`config.mk`:
```
export PLATFORM = sky130hd
export DESIGN_NAME = r_ram
export DESIGN_NICKNAME = d
export VERILOG_FILES = /design/src/rtl/ram_map_pkg.sv /design/src/rtl/word_packer.sv /design/src/rtl/r_ram.sv
export SDC_FILE = /design/constraint.sdc
export NUM_CORES = 1
export LEC_CHECK = 0
export ABC_CLOCK_PERIOD_IN_PS = 3840
export BUFFER_PORTS_ARGS = -buffer_cell sky130_fd_sc_hd__buf_4
export CORE_AREA = 4 4 391 393
export CTS_CLUSTER_DIAMETER = 200
export DETAILED_ROUTE_END_ITERATION = 8
export DIE_AREA = 0 0 395 397
export MAX_ROUTING_LAYER = met4
export SLEW_MARGIN = 10
export SYNTH_ARGS = -nofsm -noshare
export SYNTH_HDL_FRONTEND = slang
export SYNTH_HIERARCHICAL = 1
export SYNTH_SLANG_ARGS = --single-unit
```
`constraint.sdc`:
```
create_clock -name clk -period 3.84 [get_ports clk]
set_input_delay 0.192 -clock clk [delete_from_list [all_inputs] [get_ports clk]]
set_output_delay 0.192 -clock clk [all_outputs]
set_load 0.05 [all_outputs]
```
`src/rtl/ram_map_pkg.sv`:
```
// rtl/ram_map_pkg.sv - shared BRAM map for the FFT result buffer (writer and reader sides)
// Contents: frame geometry, marker word location and encoding, reader state enum,
// mode (choise) codes and the marker validity helper.
package ram_map_pkg;

  localparam int          FRAME_WORDS  = 28;
  localparam int          FRAME_STRIDE = 112;
  localparam int          MAX_FRAMES   = 56;
  localparam logic [31:0] MARKER_ADDR  = 32'd8000;
  localparam logic [31:0] MARKER_BASE  = 32'hf0f0f0f0;

  typedef enum logic [2:0] {
    ST_IDLE,
    ST_POLL,
    ST_CHECK,
    ST_READ,
    ST_PRESENT,
    ST_CLEAR,
    ST_DONE
  } state_t;

  typedef enum logic [2:0] {
    CH_MODE0 = 3'd0,
    CH_MODE1 = 3'd1,
    CH_MODE2 = 3'd2,
    CH_MODE3 = 3'd3,
    CH_MODE4 = 3'd4
  } choise_t;

  localparam logic [2:0] CHOISE_MAX = CH_MODE4;

  // Marker carries the fixed pattern in [31:3]; the low bits are the mode code.
  function automatic logic marker_valid(input logic [31:0] word, input logic [31:0] base);
    return (word[31:3] == base[31:3]) && (word[2:0] <= CHOISE_MAX);
  endfunction

endpackage

```
`src/rtl/word_packer.sv`:
```
// rtl/word_packer.sv - shift-in register that assembles a frame from BRAM words
// Ports:
//   clk, reset (async, active-low)
//   clear : zero the frame and the word count
//   load  : shift din in at the LSB end (first word ends up in the MSBs)
//   din   : word sampled from BRAM
//   dout  : assembled frame, WORDS*WIDTH bits
//   count : number of words shifted in since the last clear (saturates at WORDS)
module word_packer #(
  parameter int WORDS = 28,
  parameter int WIDTH = 32,
  parameter int CW    = $clog2(WORDS + 1)
) (
  input  logic                   clk,
  input  logic                   reset,
  input  logic                   clear,
  input  logic                   load,
  input  logic [WIDTH-1:0]       din,
  output logic [WORDS*WIDTH-1:0] dout,
  output logic [CW-1:0]          count
);

  always_ff @(posedge clk or negedge reset) begin
    if (!reset) begin
      dout  <= '0;
      count <= '0;
    end else if (clear) begin
      dout  <= '0;
      count <= '0;
    end else if (load) begin
      dout <= {dout[(WORDS-1)*WIDTH-1:0], din};
      if (count != CW'(WORDS)) begin
        count <= count + CW'(1);
      end
    end
  end

endmodule

```
`src/rtl/r_ram.sv`:
```
// rtl/r_ram.sv - BRAM port-B reader: polls the FFT completion marker, reads back frames, clears marker
// Ports:
//   clk, reset (async, active-low)
//   rd_en        : level request, sampled only while idle
//   num_frames   : frames per session, latched when a valid marker is seen
//   addrb/clkb/enb/rstb/web/dinb/doutb : BRAM port B
//   frame_data, frame_idx, choise, frame_valid, frame_ready : frame output handshake
//   busy         : not idle
//   done         : one-cycle pulse after the marker has been cleared
//   err          : one-cycle pulse when num_frames is out of range
module r_ram
#(
  parameter int          FRAME_WORDS  = ram_map_pkg::FRAME_WORDS,
  parameter int          FRAME_STRIDE = ram_map_pkg::FRAME_STRIDE,
  parameter int          MAX_FRAMES   = ram_map_pkg::MAX_FRAMES,
  parameter logic [31:0] MARKER_ADDR  = ram_map_pkg::MARKER_ADDR,
  parameter logic [31:0] MARKER_BASE  = ram_map_pkg::MARKER_BASE,
  parameter int          RD_LAT       = 2,
  parameter int          POLL_GAP     = 16,
  parameter int          WR_HOLD      = 3
) (
  input  logic                      clk,
  input  logic                      reset,
  input  logic                      rd_en,
  input  logic [5:0]                num_frames,
  output logic [31:0]               addrb,
  output logic                      clkb,
  output logic                      enb,
  output logic                      rstb,
  output logic [3:0]                web,
  output logic [31:0]               dinb,
  input  logic [31:0]               doutb,
  output logic [FRAME_WORDS*32-1:0] frame_data,
  output logic [5:0]                frame_idx,
  output logic [2:0]                choise,
  output logic                      frame_valid,
  input  logic                      frame_ready,
  output logic                      busy,
  output logic                      done,
  output logic                      err
);

  import ram_map_pkg::*;

  localparam int CW = $clog2(FRAME_WORDS + 1);
  // IDLE is entered with this count so that exactly POLL_GAP idle cycles pass before rd_en is rechecked.
  localparam logic [7:0] GAP_LOAD = (POLL_GAP > 0) ? 8'(POLL_GAP - 1) : 8'd0;

  state_t      state, state_n;
  logic [7:0]  cnt, cnt_n;
  logic [7:0]  gap, gap_n;
  logic [5:0]  k, k_n;
  logic [5:0]  num_q, num_q_n;
  logic [31:0] marker_q, marker_q_n;
  logic [2:0]  choise_n;
  logic [5:0]  frame_idx_n;

  logic          pk_load;
  logic          pk_clear;
  logic [CW-1:0] pk_count;

  assign clkb = clk;
  assign rstb = 1'b0;
  assign dinb = 32'd0;
  assign busy = (state != ST_IDLE);

  // The packer's word count doubles as the in-frame word index: word j = pk_count + 1.
  word_packer #(
    .WORDS (FRAME_WORDS),
    .WIDTH (32),
    .CW    (CW)
  ) u_packer (
    .clk   (clk),
    .reset (reset),
    .clear (pk_clear),
    .load  (pk_load),
    .din   (doutb),
    .dout  (frame_data),
    .count (pk_count)
  );

  always_ff @(posedge clk or negedge reset) begin
    if (!reset) begin
      state     <= ST_IDLE;
      cnt       <= '0;
      gap       <= '0;
      k         <= '0;
      num_q     <= '0;
      marker_q  <= '0;
      choise    <= '0;
      frame_idx <= '0;
    end else begin
      state     <= state_n;
      cnt       <= cnt_n;
      gap       <= gap_n;
      k         <= k_n;
      num_q     <= num_q_n;
      marker_q  <= marker_q_n;
      choise    <= choise_n;
      frame_idx <= frame_idx_n;
    end
  end

  always_comb begin
    state_n     = state;
    cnt_n       = cnt;
    gap_n       = gap;
    k_n         = k;
    num_q_n     = num_q;
    marker_q_n  = marker_q;
    choise_n    = choise;
    frame_idx_n = frame_idx;
    pk_load     = 1'b0;
    pk_clear    = 1'b0;
    addrb       = 32'd0;
    enb         = 1'b0;
    web         = 4'h0;
    frame_valid = 1'b0;
    done        = 1'b0;
    err         = 1'b0;

    case (state)
      ST_IDLE: begin
        if (gap != 8'd0) begin
          gap_n = gap - 8'd1;
        end else if (rd_en) begin
          state_n = ST_POLL;
          cnt_n   = 8'd0;
        end else begin
          gap_n = GAP_LOAD;
        end
      end

      ST_POLL: begin
        addrb = MARKER_ADDR;
        enb   = 1'b1;
        if (cnt == 8'(RD_LAT)) begin
          marker_q_n = doutb;
          cnt_n      = 8'd0;
          state_n    = ST_CHECK;
        end else begin
          cnt_n = cnt + 8'd1;
        end
      end

      ST_CHECK: begin
        if (marker_valid(marker_q, MARKER_BASE)) begin
          choise_n = marker_q[2:0];
          num_q_n  = num_frames;
          k_n      = 6'd1;
          pk_clear = 1'b1;
          cnt_n    = 8'd0;
          if ((num_frames == 6'd0) || (num_frames > 6'(MAX_FRAMES))) begin
            // Bad count still clears the marker so the writer is not locked out.
            err     = 1'b1;
            state_n = ST_CLEAR;
          end else begin
            state_n = ST_READ;
          end
        end else begin
          state_n = ST_IDLE;
          gap_n   = GAP_LOAD;
        end
      end

      ST_READ: begin
        addrb = ((32'(pk_count) + 32'd1) << 2) + 32'(FRAME_STRIDE) * (32'(k) - 32'd1);
        enb   = 1'b1;
        if (cnt == 8'(RD_LAT)) begin
          pk_load = 1'b1;
          cnt_n   = 8'd0;
          if (pk_count == CW'(FRAME_WORDS - 1)) begin
            state_n     = ST_PRESENT;
            frame_idx_n = k;
          end
        end else begin
          cnt_n = cnt + 8'd1;
        end
      end

      ST_PRESENT: begin
        frame_valid = 1'b1;
        if (frame_ready) begin
          cnt_n = 8'd0;
          if (k == num_q) begin
            state_n = ST_CLEAR;
          end else begin
            k_n      = k + 6'd1;
            pk_clear = 1'b1;
            state_n  = ST_READ;
          end
        end
      end

      ST_CLEAR: begin
        addrb = MARKER_ADDR;
        enb   = 1'b1;
        web   = 4'hf;
        if (cnt == 8'(WR_HOLD - 1)) begin
          cnt_n   = 8'd0;
          state_n = ST_DONE;
        end else begin
          cnt_n = cnt + 8'd1;
        end
      end

      ST_DONE: begin
        done    = 1'b1;
        state_n = ST_IDLE;
        gap_n   = GAP_LOAD;
      end

      default: begin
        state_n = ST_IDLE;
      end
    endcase
  end

endmodule

```
# Yosys cells after proc, flatten, opt, wreduce, memory -nomap -nowiden
# Cells that the tools add are included.
# Widths: inputs -> output; s select.
# word_totals
regBits,973
inputBits,42
out_inout_bits,980
word_cells,107
# classes
addsub,7
multipliers,1
order_cmp,2
n_eq_ne,22
mux,44
n_reduce_logical,21
# op_table
op,count
$mux 896,2
$mux 8,8
$pmux 32 s2,1
$add 8x32->32,1
$mul 3x32->28 const A,1
$pmux 8 s4,1
$mux 3,10
$eq 29x29->1 const B,1
$pmux 8 s3,1
$ne 2x2->1 const B,10
$mux 6,3
$pmux 3 s6,1
$mux 5,3
$pmux 6 s2,1
$mux 1,11
$eq 3x3->1 const B,3
$add 8x1->8 const B,1
$eq 8x2->1 const B,1
$reduce_bool 8->1,1
$sub 8x1->8 const B,1
$reduce_and 7->1,1
$sub 6x1->7 const B,1
$add 5x1->6 const B,1
$add 6x1->6 const B,1
24 further kinds,31

# Longest topological paths before layout
# Gate-level depths: netlist of run 1.
# depth
word_depth,6
ltp_mapped,17
depth_no_buf,16

# Cells and area by module
# Netlist of run 1, hierarchy kept.
# by_module_without_submodules
module,instances,cells_each,area_each_um2,seq_area_each_um2
word_packer,1,2917,36876.6,22546.6
r_ram,1,477,4785.8,1801.7

==> metrics, run 1 <==
post-DP HPWL=between 100000 and 150000 um; WL final=151000 um; reg2reg setup slack=0.64 ns; Area Growth Syn to Fin=33.1%; I/O pin count=1022; Finished Cell Area=55500 um2; status=finished with violations; crit path to=addrb[13]; failing checks=negative setup slack; sequential area share after synthesis=58.4%; worst r2r path cells=8; busiest grt layer=met2; Overflow after GRT=0; Syn Area/Cell=around 12 um2; Max-Cap Viols=0; Vias=29600; Lkg Pwr=20.2 nW; CP Launch Type=register; Critical Path End Type=output port; initial antenna violation count=5; Yosys reg bits=973; count of final setup violators=25; Netlist Area Pre-Place=approximately 42000 um2; GR Util met1=23.5%; largest area contributor in the netlist=dfrtp_1; fmax=0.220 GHz; Worst Path Required=3.65 ns; placed inst area=between 50000 and 60000 um2; fin crit share=119%; top post-synthesis cells by area=dfrtp_1, mux2i_1, nor2_1, buf_12, buf_4; fin crit period=about 4.6 ns; internal cell power=0.0167 W; Syn. warnings=6; Filler cells=about 15000; DRT iter0 DRCs=1923; worst r2r dst=u_packer/dout[219]$_DFFE_PN0P_; crit-path max FO=5; Via-to-Cell Ratio=~4.5; DRT antenna net count=0; drt pass-1 iters=7; # DRC=0; Primary FF master, synth=dfrtp_1; Slew headroom=32.9%; Port Buffer Count=986; Seq pwr share=47.9%; Gate power share=1.9%; Clock Latency Late Sink=about 0.82 ns; CP Class=register to output port; post-route setup slack=-0.712 ns; EDFF count, synth=0; share of power burned in the clock network=50.3%; CTS tree=built; die area=157000 um2; clk slew on worst S/H paths=about 0.060 ns; Inst Count DP=~6300; Synth Instances=3394; Final Max Tran Viols=0; Layout Cells excl Fill=6537; Data arrival, critical path=4.36 ns; M3 GR Usage=5.40%; Nets=4501; worst r2r src=marker_q[18]$_DFFE_PN0P_; total track usage=19.2%; Worst Skew=around 0.031 ns; final hold violation count=0; layout cells sized above 1=30.7%; RD Place Congestion=0.888; first-pass GRT wire length=217000 um; DIE WIDTH=just under 400 um; pin count of the biggest net entering global routing=111; floorplan row count=142; Initial Util=27.9%; Slew @ Worst Pin=about 1.0 ns; Max VDD drop=0.456 mV; post-synthesis async set-or-reset flop share=100%; WL per Instance=23.1 um; switching power=approximately 0.0048 W; crit path from=k[1]$_DFFE_PN0P_; HP Class=primary input to async pin; Die Y=between 300 and 400 um; post-synth cell types=65; vias in the first global route=29700; RSZ-0062 raised after global routing=true; Net Sw Frac=22.3%; post-synth top area share=58.4%; power per cell area=just under 400 nW/um2; core box area=between 100000 and 150000 um2; GR Layer Usage met2=31.6%
-- cell usage after synthesis (4+ instances only) --
cell type  number
a21o_1         10
buf_1           6
nand4_1         7
inv_1          20
ha_1           26
nand3_1        14
xnor2_1        16
clkbuf_1       94
buf_12         55
mux2_2         44
and2_1          7
mux2i_1       897
a21oi_1        20
xor2_1         14
nor2_1        944
o21ai_0        23
dfrtp_1       973
buf_6          10
buf_2          18
buf_4          73
and3_1          4
nor3_1         19
nand2_1        30
-- registers in the layout (all words and copies together), names as in the netlist --
name / flops
cnt: 8
gap: 8
marker_q: 32
num_q: 6
frame_idx: 6
choise: 3
state: 3
u_packer/dout: 896
u_packer/count: 5
k: 6
-- logic make-up (layout without fill, tap and decap cells) --
logic type / after synthesis / count (layout) / share of synthesized area (%)
AND/OR/NAND/NOR: 1057 / 1057 / 10.2
flip-flops: 973 / 973 / 58.4
multiplexers: 941 / 941 / 22.7
buffers and inverters: 276 / 1367 / 5.53
AO/OA/AOI/OAI: 84 / 84 / 1.41
XOR/XNOR: 33 / 33 / 0.778
adder cells (fa/ha/maj): 29 / 29 / 0.925
other: 1 / 37 / 0.00900
-- critical path, stage by stage, from the launching register on --
cell and delay (ns):
dfrtp_1 0.38, inv_2 0.10, ha_4 0.13, a21boi_4 0.19, xnor2_2 0.14, inv_2 0.06
fa_1 0.58, fa_1 0.47, ha_4 0.31, o21ai_2 0.05, nor2_2 0.15, o21ba_4 0.17
nor3b_4 0.23, buf_6 0.17, mux2i_4 0.22, buf_6 0.20
-- per-stage QoR --
stage	hold WS (ns)	setup TNS (ns)	total power, W	setup slack (ns)	utilization, %
4_1_cts	0.0591	-16.35	0.0218	-0.788	37.0
3_5_place_dp	0.362	0	0.0109	0.0664	34.1
6_report	0.113	-14.21	0.0214	-0.712	37.1
2_1_floorplan	-0.104	-0.490	0.0106	-0.137	-
3_3_place_gp	0.357	0	0.0109	0.0623	34.1
5_1_grt	0.0841	-20.79	0.0222	-0.958	37.1
-- cell type report --
class,count,area [um2],share of cell area (%)
clock buffer,166,3270,5.90
multi-input combinational,2179,15400,27.8
timing repair buffer,1143,9380,16.9
sequential,973,24300,43.9
antenna,2,5.00,0.00903
clock inverter,38,440,0.794
tap,2016,2520,4.55
inverter,20,77.6,0.140
-- power by group through the flow --
stage | Combinational (W) | Clock (W) | Sequential (W)
floorplan | 0.000105 | 0.0000561 | 0.0104
global route | 0.000454 | 0.0115 | 0.0102
global placement | 0.000382 | 0.0000561 | 0.0104
CTS | 0.000420 | 0.0111 | 0.0103
finish | 0.000404 | 0.0108 | 0.0103
detailed placement | 0.000383 | 0.0000561 | 0.0104
-- how the worst min path moves through the flow --
stage,startpoint,endpoint
2_1_floorplan,reset,choise[0]$_DFFE_PN0P_
3_3_place_gp,reset,u_packer/dout[821]$_DFFE_PN0P_
3_5_place_dp,reset,u_packer/dout[822]$_DFFE_PN0P_
4_1_cts,reset,u_packer/dout[829]$_DFFE_PN0P_
5_1_grt,reset,u_packer/dout[798]$_DFFE_PN0P_
6_report,reset,u_packer/dout[822]$_DFFE_PN0P_
-- metal layers --
metal / wire [um] / share of wire, % / up-vias
li1: - / - / 13400
met1: 62300 / 41 / 15000
met2: 75100 / 50 / 947
met3: 10300 / 6.8 / 174
met4: 3170 / 2.1 / 0
met5: 0 / 0 / -
-- what timing repair did --
| action | 4_1_cts | 5_1_grt |
|---|---|---|
| endpoints found under the hold margin | 149 | 0 |
| pin swaps | 17 | 22 |
| buffers inserted | 11 | 6 |
| endpoints found under the setup margin | 25 | 25 |
| resized for setup | 46 | 20 |
| hold buffers | 42 | 0 |
-- layout by cell type (no fill, tap or decap), drive strengths merged, types with 12 or more instances in the layout --
| cell type | netlist | final |
|---|---|---|
| buf | 162 | 1102 |
| dfrtp | 973 | 973 |
| nor2 | 946 | 946 |
| mux2i | 897 | 897 |
| clkbuf | 94 | 165 |
| mux2 | 44 | 44 |
| dlygate4sd3 | 0 | 42 |
| conb | 1 | 35 |
| nand2 | 30 | 30 |
| ha | 26 | 26 |
| clkinv | 0 | 25 |
| inv | 20 | 25 |
| o21ai | 24 | 24 |
| a21oi | 20 | 20 |
| nor3 | 19 | 19 |
| xnor2 | 17 | 17 |
| xor2 | 14 | 14 |
| nand3 | 14 | 14 |
| a21o | 12 | 12 |
Power figures use the tool's default switching activity.
==> run 2, diff against run 1 <==
- CORE_AREA: 4 4 391 393 -> 4 4 394 396
- DIE_AREA: 0 0 395 397 -> 0 0 398 400
- SYNTH_HIERARCHICAL: 1 -> default
==> run 2 against run 1 <==
  * The flow still finishes with violations (negative setup slack)
  * Hold slack worse by 0.020 ns
  * Clock power about the same
  * Critical endpoint is now addrb[15]
  * Wire length is 11% higher
  * Clock skew is 0.052 ns higher
  * Via count grew 21%
  * Highest routed layer unchanged
  * Combinational power about the same
  * Critical path type unchanged
==> metrics, run 2 <==
multiplexer area fraction after synthesis=1.34%; Data arrival, critical path=4.35 ns; post-synthesis async set-or-reset flop share=100%; crit path buf inv count=4; Primary FF master, synth=dfrtp_1; post-synthesis xor/xnor area fraction=less than 1%; largest area contributor in the netlist=dfrtp_1; HP Class=primary input to async pin; core box area=152000 um2; final hold violation count=0; placed inst area=roughly 50000 um2; post-synth cell types=63; Slew headroom=18.0%; clk slew on worst S/H paths=0.06 ns; Slew @ Worst Pin=approximately 1.2 ns; vias in the first global route=roughly 35000; Seq pwr share=between 40% and 50%; Worst Path Required=3.65 ns; Via-to-Cell Ratio=between 4 and 5; post-DP HPWL=125000 um; Adder-Cell Fraction of Synth Area=0.871%; CP Class=register to output port; status=finished with violations; drt pass-1 iters=8; DRT antenna net count=0; Critical Path End Type=output port; EDFF count, synth=0; switching power=0.00491 W; Post-Synth Simple-Gate Area=18.9%; sequential area share after synthesis=between 60% and 70%; Max VDD drop=0.357 mV; fin crit period=4.54 ns; max reg flops=896; Crit path max-delay family=adder cells; DIE WIDTH=398 um; Nets=5408; total track usage=20.7%; crit-path max FO=4; Yosys reg bits=973; CP max stage delay=between 0.5 and 0.6 ns; largest family of logic cells by synthesized area=simple AND/OR/NAND/NOR gates; worst path cell trace=nor3_4 -> xnor2_2 -> inv_1 -> fa_1 -> ha_1 -> a21o_1 -> and4_4 -> o31ai_4 -> nand4_1 -> buf_6 -> buf_6 -> nor3_4 -> nand2_2 -> ha_4 -> nor2_4 -> buf_8; die area=159000 um2; setup TNS=-14.64 ns; CTS tree=built; Netlist Area Pre-Place=39900 um2; RD Place Congestion=approximately 0.93; internal cell power=0.0165 W; CP Launch Type=register; initial antenna violation count=1; Max-Cap Viols=0; worst r2r src=marker_q[10]$_DFFE_PN0P_; Largest Register=u_packer.dout; WL final=between 150000 and 200000 um; top-count cell post-synth=nand2_1; Finished Cell Area=54500 um2; commonest non-fill, non-tap cell in the layout=nand2_1; top post-synthesis cells by count=nand2_1, dfrtp_1, a21oi_1; Synth Instances=4390; power per cell area=393 nW/um2; fin crit share=118%; Slowest-stage cell, CP=fa_1; RSZ-0062 raised after global routing=true; Port Buffer Count=986; Clock Latency Late Sink=between 0.8 and 0.9 ns; Syn. warnings=0; I/O pin count=about 1000; failing checks=negative setup slack; first-pass GRT wire length=240000 um; crit path from=k[0]$_DFFE_PN0P_; layout cells sized above 1=25.9%; Net Sw Frac=22.9%; Gate power share=~1.9%; count of final setup violators=25; Syn Area/Cell=9.10 um2; share of power burned in the clock network=roughly half; pin count of the biggest net entering global routing=195; most frequent cells in the layout=nand2_1, buf_4, dfrtp_1; fmax=0.220 GHz; # DRC=0; Die Y=400 um; floorplan row count=143; compound-cell area share of the yosys netlist=roughly an eighth; Worst Skew=0.0839 ns; Overflow after GRT=0; Vias=35900; top post-synthesis cells by area=dfrtp_1, nand2_1, a21oi_1, clkbuf_1, buf_4; post-synth top area share=around 61%; Initial Util=a little over a quarter; WL per Instance=about 23 um; Final Max Tran Viols=0; Area Growth Syn to Fin=36.6%; Lkg Pwr=25.9 nW; Largest regs=u_packer.dout (896), marker_q (32); post-route setup slack=-0.697 ns; DRT iter0 DRCs=about 3000
==> run 2: timing repair <==
item | in CTS | in global routing
pin swaps | 29 | 27
endpoints found under the setup margin | 25 | 25
gates resized for setup | 77 | 39
buffers inserted | 15 | 5
hold endpoints to repair | 221 | 0
hold buffers | 41 | 0
==> run 2: layout make-up <==
class / instances / area, um2
Fill cell: 15500 / 97000
Sequential cell: 973 / 24400
Multi-Input combinational cell: 3075 / 14300
Timing Repair Buffer: 1160 / 9540
Clock buffer: 164 / 3270
Tap cell: 2030 / 2540
Clock inverter: 37 / 460
Inverter: 17 / 63.8
Antenna cell: 1 / 2.50
==> run 2: per-stage QoR <==
stage / util [%] / cells / hold slack (ns) / setup WS (ns) / power [W]
5_1_grt: 36.0 / 7457 / 0.0627 / -0.911 / 0.0222
4_1_cts: 35.9 / 7452 / 0.0246 / -0.822 / 0.0217
3_5_place_dp: 32.8 / 7196 / 0.346 / -0.0333 / 0.0109
6_report: 36.0 / 7457 / 0.0933 / -0.697 / 0.0214
3_3_place_gp: 32.8 / 7196 / 0.340 / -0.0234 / 0.0109
2_1_floorplan: - / 4424 / -0.104 / -0.0687 / 0.0106
==> run 2: layer usage <==
metal / part of all wire [%] / GRT usage, % / up-vias
met3: 7.9 / 5.72 / 283
li1: - / - / 16100
met2: 48 / 32.6 / 1248
met5: 0 / - / -
met1: 40 / 25.5 / 18300
met4: 3.9 / 7.80 / 0
==> run 2: path summary, 6_finish.rpt <==
path,end,slack (ns),cells past startpoint
setup / recovery,addrb[15],-0.70,16
min in group clk,marker_q[22]$_DFFE_PN0P_,0.12,3
max in group asynchronous,u_packer.dout[51]$_DFFE_PN0P_,2.52,3
hold reg to reg,marker_q[22]$_DFFE_PN0P_,0.48,1
hold / removal,u_packer.dout[593]$_DFFE_PN0P_,0.09,2
setup reg to reg,u_packer.dout[460]$_DFFE_PN0P_,0.50,7
==> run 2: kinds of logic after synthesis <==
family,Yosys count
AO/OA/AOI/OAI,984
XOR/XNOR,31
adder cells (fa/ha/maj),26
buffers and inverters,376
flip-flops,973
multiplexers,48
other,1
AND/OR/NAND/NOR,1951
==> run 2: power by group through the flow <==
| stage | Combinational, W | Sequential, W | Clock (W) |
|---|---|---|---|
| after global placement | 0.000382 | 0.0104 | 0.0000561 |
| after floorplan | 0.000109 | 0.0104 | 0.0000561 |
| final | 0.000406 | 0.0103 | 0.0108 |
| after detailed placement | 0.000384 | 0.0104 | 0.0000561 |
| after global routing | 0.000455 | 0.0103 | 0.0115 |
| after CTS | 0.000420 | 0.0103 | 0.0111 |
==> run 2: worst reg2reg max path: stages, from the launching register on <==
cell     delay [ns]
dfrtp_1        0.38
nor4b_1        0.73
nand3_1        0.33
or4_4          0.72
o21ai_4        0.18
buf_12         0.34
buf_12         0.37
a21oi_1        0.12
==> run 3, diff against run 2 <==
- ABC_AREA: default -> 1
- ABC_CLOCK_PERIOD_IN_PS: 3840 -> 4700
- CORE_AREA: 4 4 394 396 -> 4 4 395 397
- DIE_AREA: 0 0 398 400 -> 0 0 399 401
- clock period: 3.84 -> 4.7 ns (I/O delays scaled with it)
==> run 3 against run 2 <==
  * The flow now finishes without violations
  * Core utilization is 0.48 points lower
  * Sequential power decreased by 12%
  * First-iteration DRC count grew 7.5%
  * Register-to-register slack improved by 0.96 ns
  * Combinational power rose to 14 times the previous value
  * Clock skew shrank 0.029 ns
  * Area after synthesis is 0.60% higher
  * Sequential share of layout area up 0.50 points
  * Final area decreased by 1.1%
  * Count of clock-buffer cells in the layout increased by 7
  * Largest cell class unchanged
  * Cell count grew 1.5%
  * Synthesized cell count grew 3.0%
==> metrics, run 3 <==
Post-Synth Simple-Gate Area=19.9%; vias in the first global route=34700; Nets=5519; RSZ-0062 raised after global routing=true; PnR Total Power=approximately 0.023 W; Adder-Cell Fraction of Synth Area=less than 1%; post-route setup slack=0.164 ns; Via-to-Cell Ratio=4.75; worst path cell trace=buf_6 -> nor3_4 -> xor2_2 -> fa_1 -> fa_1 -> ha_4 -> nand2_1 -> nand2_2 -> nand3_4 -> nor2_4 -> nand4_1 -> ha_1 -> nor2_2 -> buf_6; compound-cell area share of the yosys netlist=11.9%; worst r2r dst=u_packer.dout[880]$_DFFE_PN0P_; top post-synthesis cells by count=nand2_1, dfrtp_1, a21oi_1; Filler cells=15500; Vias=36000; I/O pin count=1022; share of power burned in the clock network=38.1%; max reg flops=896; HP Class=primary input to async pin; Worst Path Required=4.47 ns; fin crit share=96.5%; crit path buf inv count=2; pin count of the biggest net entering global routing=roughly 220; power per cell area=435 nW/um2; reg2reg setup slack=1.46 ns; Max VDD drop=0.462 mV; Syn. warnings=0; RD Place Congestion=0.935; multiplexer area fraction after synthesis=0.897%; Yosys reg bits=973; CP Launch Type=register; Largest regs=u_packer.dout (896), marker_q (32); crit-path max FO=4; post-synthesis async set-or-reset flop share=100%; worst r2r path cells=9; Largest Register=u_packer.dout; DRT antenna net count=0; fmax=0.220 GHz; top-count cell post-synth=nand2_1; most frequent cells in the layout=nand2_1, buf_4, dfrtp_1; final hold violation count=0; commonest non-fill, non-tap cell in the layout=nand2_1; Slew headroom=around a quarter; top post-synthesis cells by area=dfrtp_1, nand2_1, a21oi_1, buf_2, buf_4; Net Sw Frac=between 30% and 40%; Max-Cap Viols=0; Die Y=401 um; DIE WIDTH=399 um; largest family of logic cells by synthesized area=simple AND/OR/NAND/NOR gates; drt pass-1 iters=6; initial antenna violation count=2; floorplan row count=approximately 140; EDFF count, synth=0; internal cell power=0.0157 W; Data arrival, critical path=4.30 ns; Slew @ Worst Pin=1.14 ns; core box area=152000 um2; sequential area share after synthesis=about three fifths; Netlist Area Pre-Place=between 40000 and 50000 um2; CP Class=register to output port; Critical Path End Type=output port; Final Max Tran Viols=0; post-synthesis xor/xnor area fraction=0.458%; clk slew on worst S/H paths=0.06 ns; Gate power share=23.5%; Synth Instances=4523; CTS tree=built; flip-flop and latch area=24400 um2; post-synth cell types=37; Crit path max-delay family=adder cells; DRT iter0 DRCs=approximately 3200; die area=160000 um2; Clock Latency Late Sink=0.84 ns; setup TNS=0 ns; Initial Util=26.4%; hold slack=0.103 ns; Port Buffer Count=986; Util after Layout=a little over a third; post-DP HPWL=122000 um; Worst Skew=0.0544 ns; Primary FF master, synth=dfrtp_1; largest area contributor in the netlist=dfrtp_1; multi-input logic area=14000 um2; count of final setup violators=0; status=completed; layout cells sized above 1=between 20 and 25%; CP max stage delay=between 0.5 and 0.6 ns; first-pass GRT wire length=about 240000 um; WL per Instance=21.9 um; post-synth top area share=between 60% and 70%; Slowest-stage cell, CP=fa_1; Seq pwr share=a little under two fifths; fin crit period=4.54 ns; Syn Area/Cell=8.88 um2; # DRC=0; Area Growth Syn to Fin=34.3%; switching power=0.00773 W; WL final=166000 um; pre-CTS setup slack=between 0.2 and 0.3 ns; Overflow after GRT=0; worst r2r src=marker_q[3]$_DFFE_PN0P_; total track usage=around a fifth; Lkg Pwr=25.8 nW
## run 3: cell types whose count changed in the layout (fill, tap and decap cells not counted), sizes merged, moves of 8 or more
cell / delta
a31oi: -8
nand2: +95
nand4: +10
buf: -34
mux2: -12
inv: +80
nor2: +22
nand3: +28
## run 3: kinds of logic (layout without fill, tap and decap cells)
family / Yosys count / count (layout)
other: 1 / 36
and+or+nand+nor: 2075 / 2075
adders and majority gates: 26 / 26
xor gates and xnor gates: 21 / 21
buffers and inverters: 441 / 1425
DFF: 973 / 973
AOI/OAI and AO/OA: 954 / 954
muxes: 32 / 32
## run 3: stage by stage
| stage | cells | area [um2] |
|---|---|---|
| floorplan | 4557 | 40300 |
| global placement | 7312 | 49400 |
| detailed placement | 7312 | 49400 |
| CTS | 7563 | 53800 |
| global route | 7572 | 53900 |
| finish | 7572 | 53900 |
## run 3: worst max path at each step
stage | start | end | slack (ns) | cells after the start
3_5_place_dp | k[0]$_DFFE_PN0P_ | addrb[14] | 0.29 | 14
5_1_grt | k[0]$_DFFE_PN0P_ | addrb[15] | -0.13 | 14
3_3_place_gp | k[0]$_DFFE_PN0P_ | addrb[14] | 0.35 | 14
2_1_floorplan | k[2]$_DFFE_PN0P_ | addrb[12] | 0.20 | 12
4_1_cts | k[0]$_DFFE_PN0P_ | addrb[14] | 0.009 | 14
6_report | k[0]$_DFFE_PN0P_ | addrb[15] | 0.16 | 14
## run 3: area by class of cell
class	instances	area share [%]
Clock buffer	171	6.21
Timing Repair Buffer	1126	16.5
Inverter	95	0.680
Antenna cell	1	0.00464
Tap cell	2030	4.71
Sequential cell	973	45.1
Multi-Input combinational cell	3143	26.0
Clock inverter	33	0.835
## run 3: power groups by stage
stage               registers [W]  logic, W  clock network, W
floorplan                 0.00950   0.00310         0.0000459
global placement          0.00915   0.00489         0.0000459
detailed placement        0.00916   0.00490         0.0000459
CTS                       0.00900   0.00516           0.00915
global route              0.00906   0.00601           0.00947
finish                    0.00902   0.00550           0.00894
## run 3: per-layer routing
metal | GRT usage (%) | vias to the layer above | wire length, um
met5 | - | - | 0
met4 | 6.81 | 0 | 5980
met3 | 5.15 | 268 | 12300
met2 | 32.7 | 1283 | 80600
met1 | 25.3 | 18100 | 67300
li1 | - | 16300 | -
## run 3: what timing repair did
item,4_1_cts,5_1_grt
pin swaps,5,16
resized for setup,18,20
hold buffers,41,0
setup endpoints to repair,23,21
setup buffers,7,8
endpoints found under the hold margin,164,0
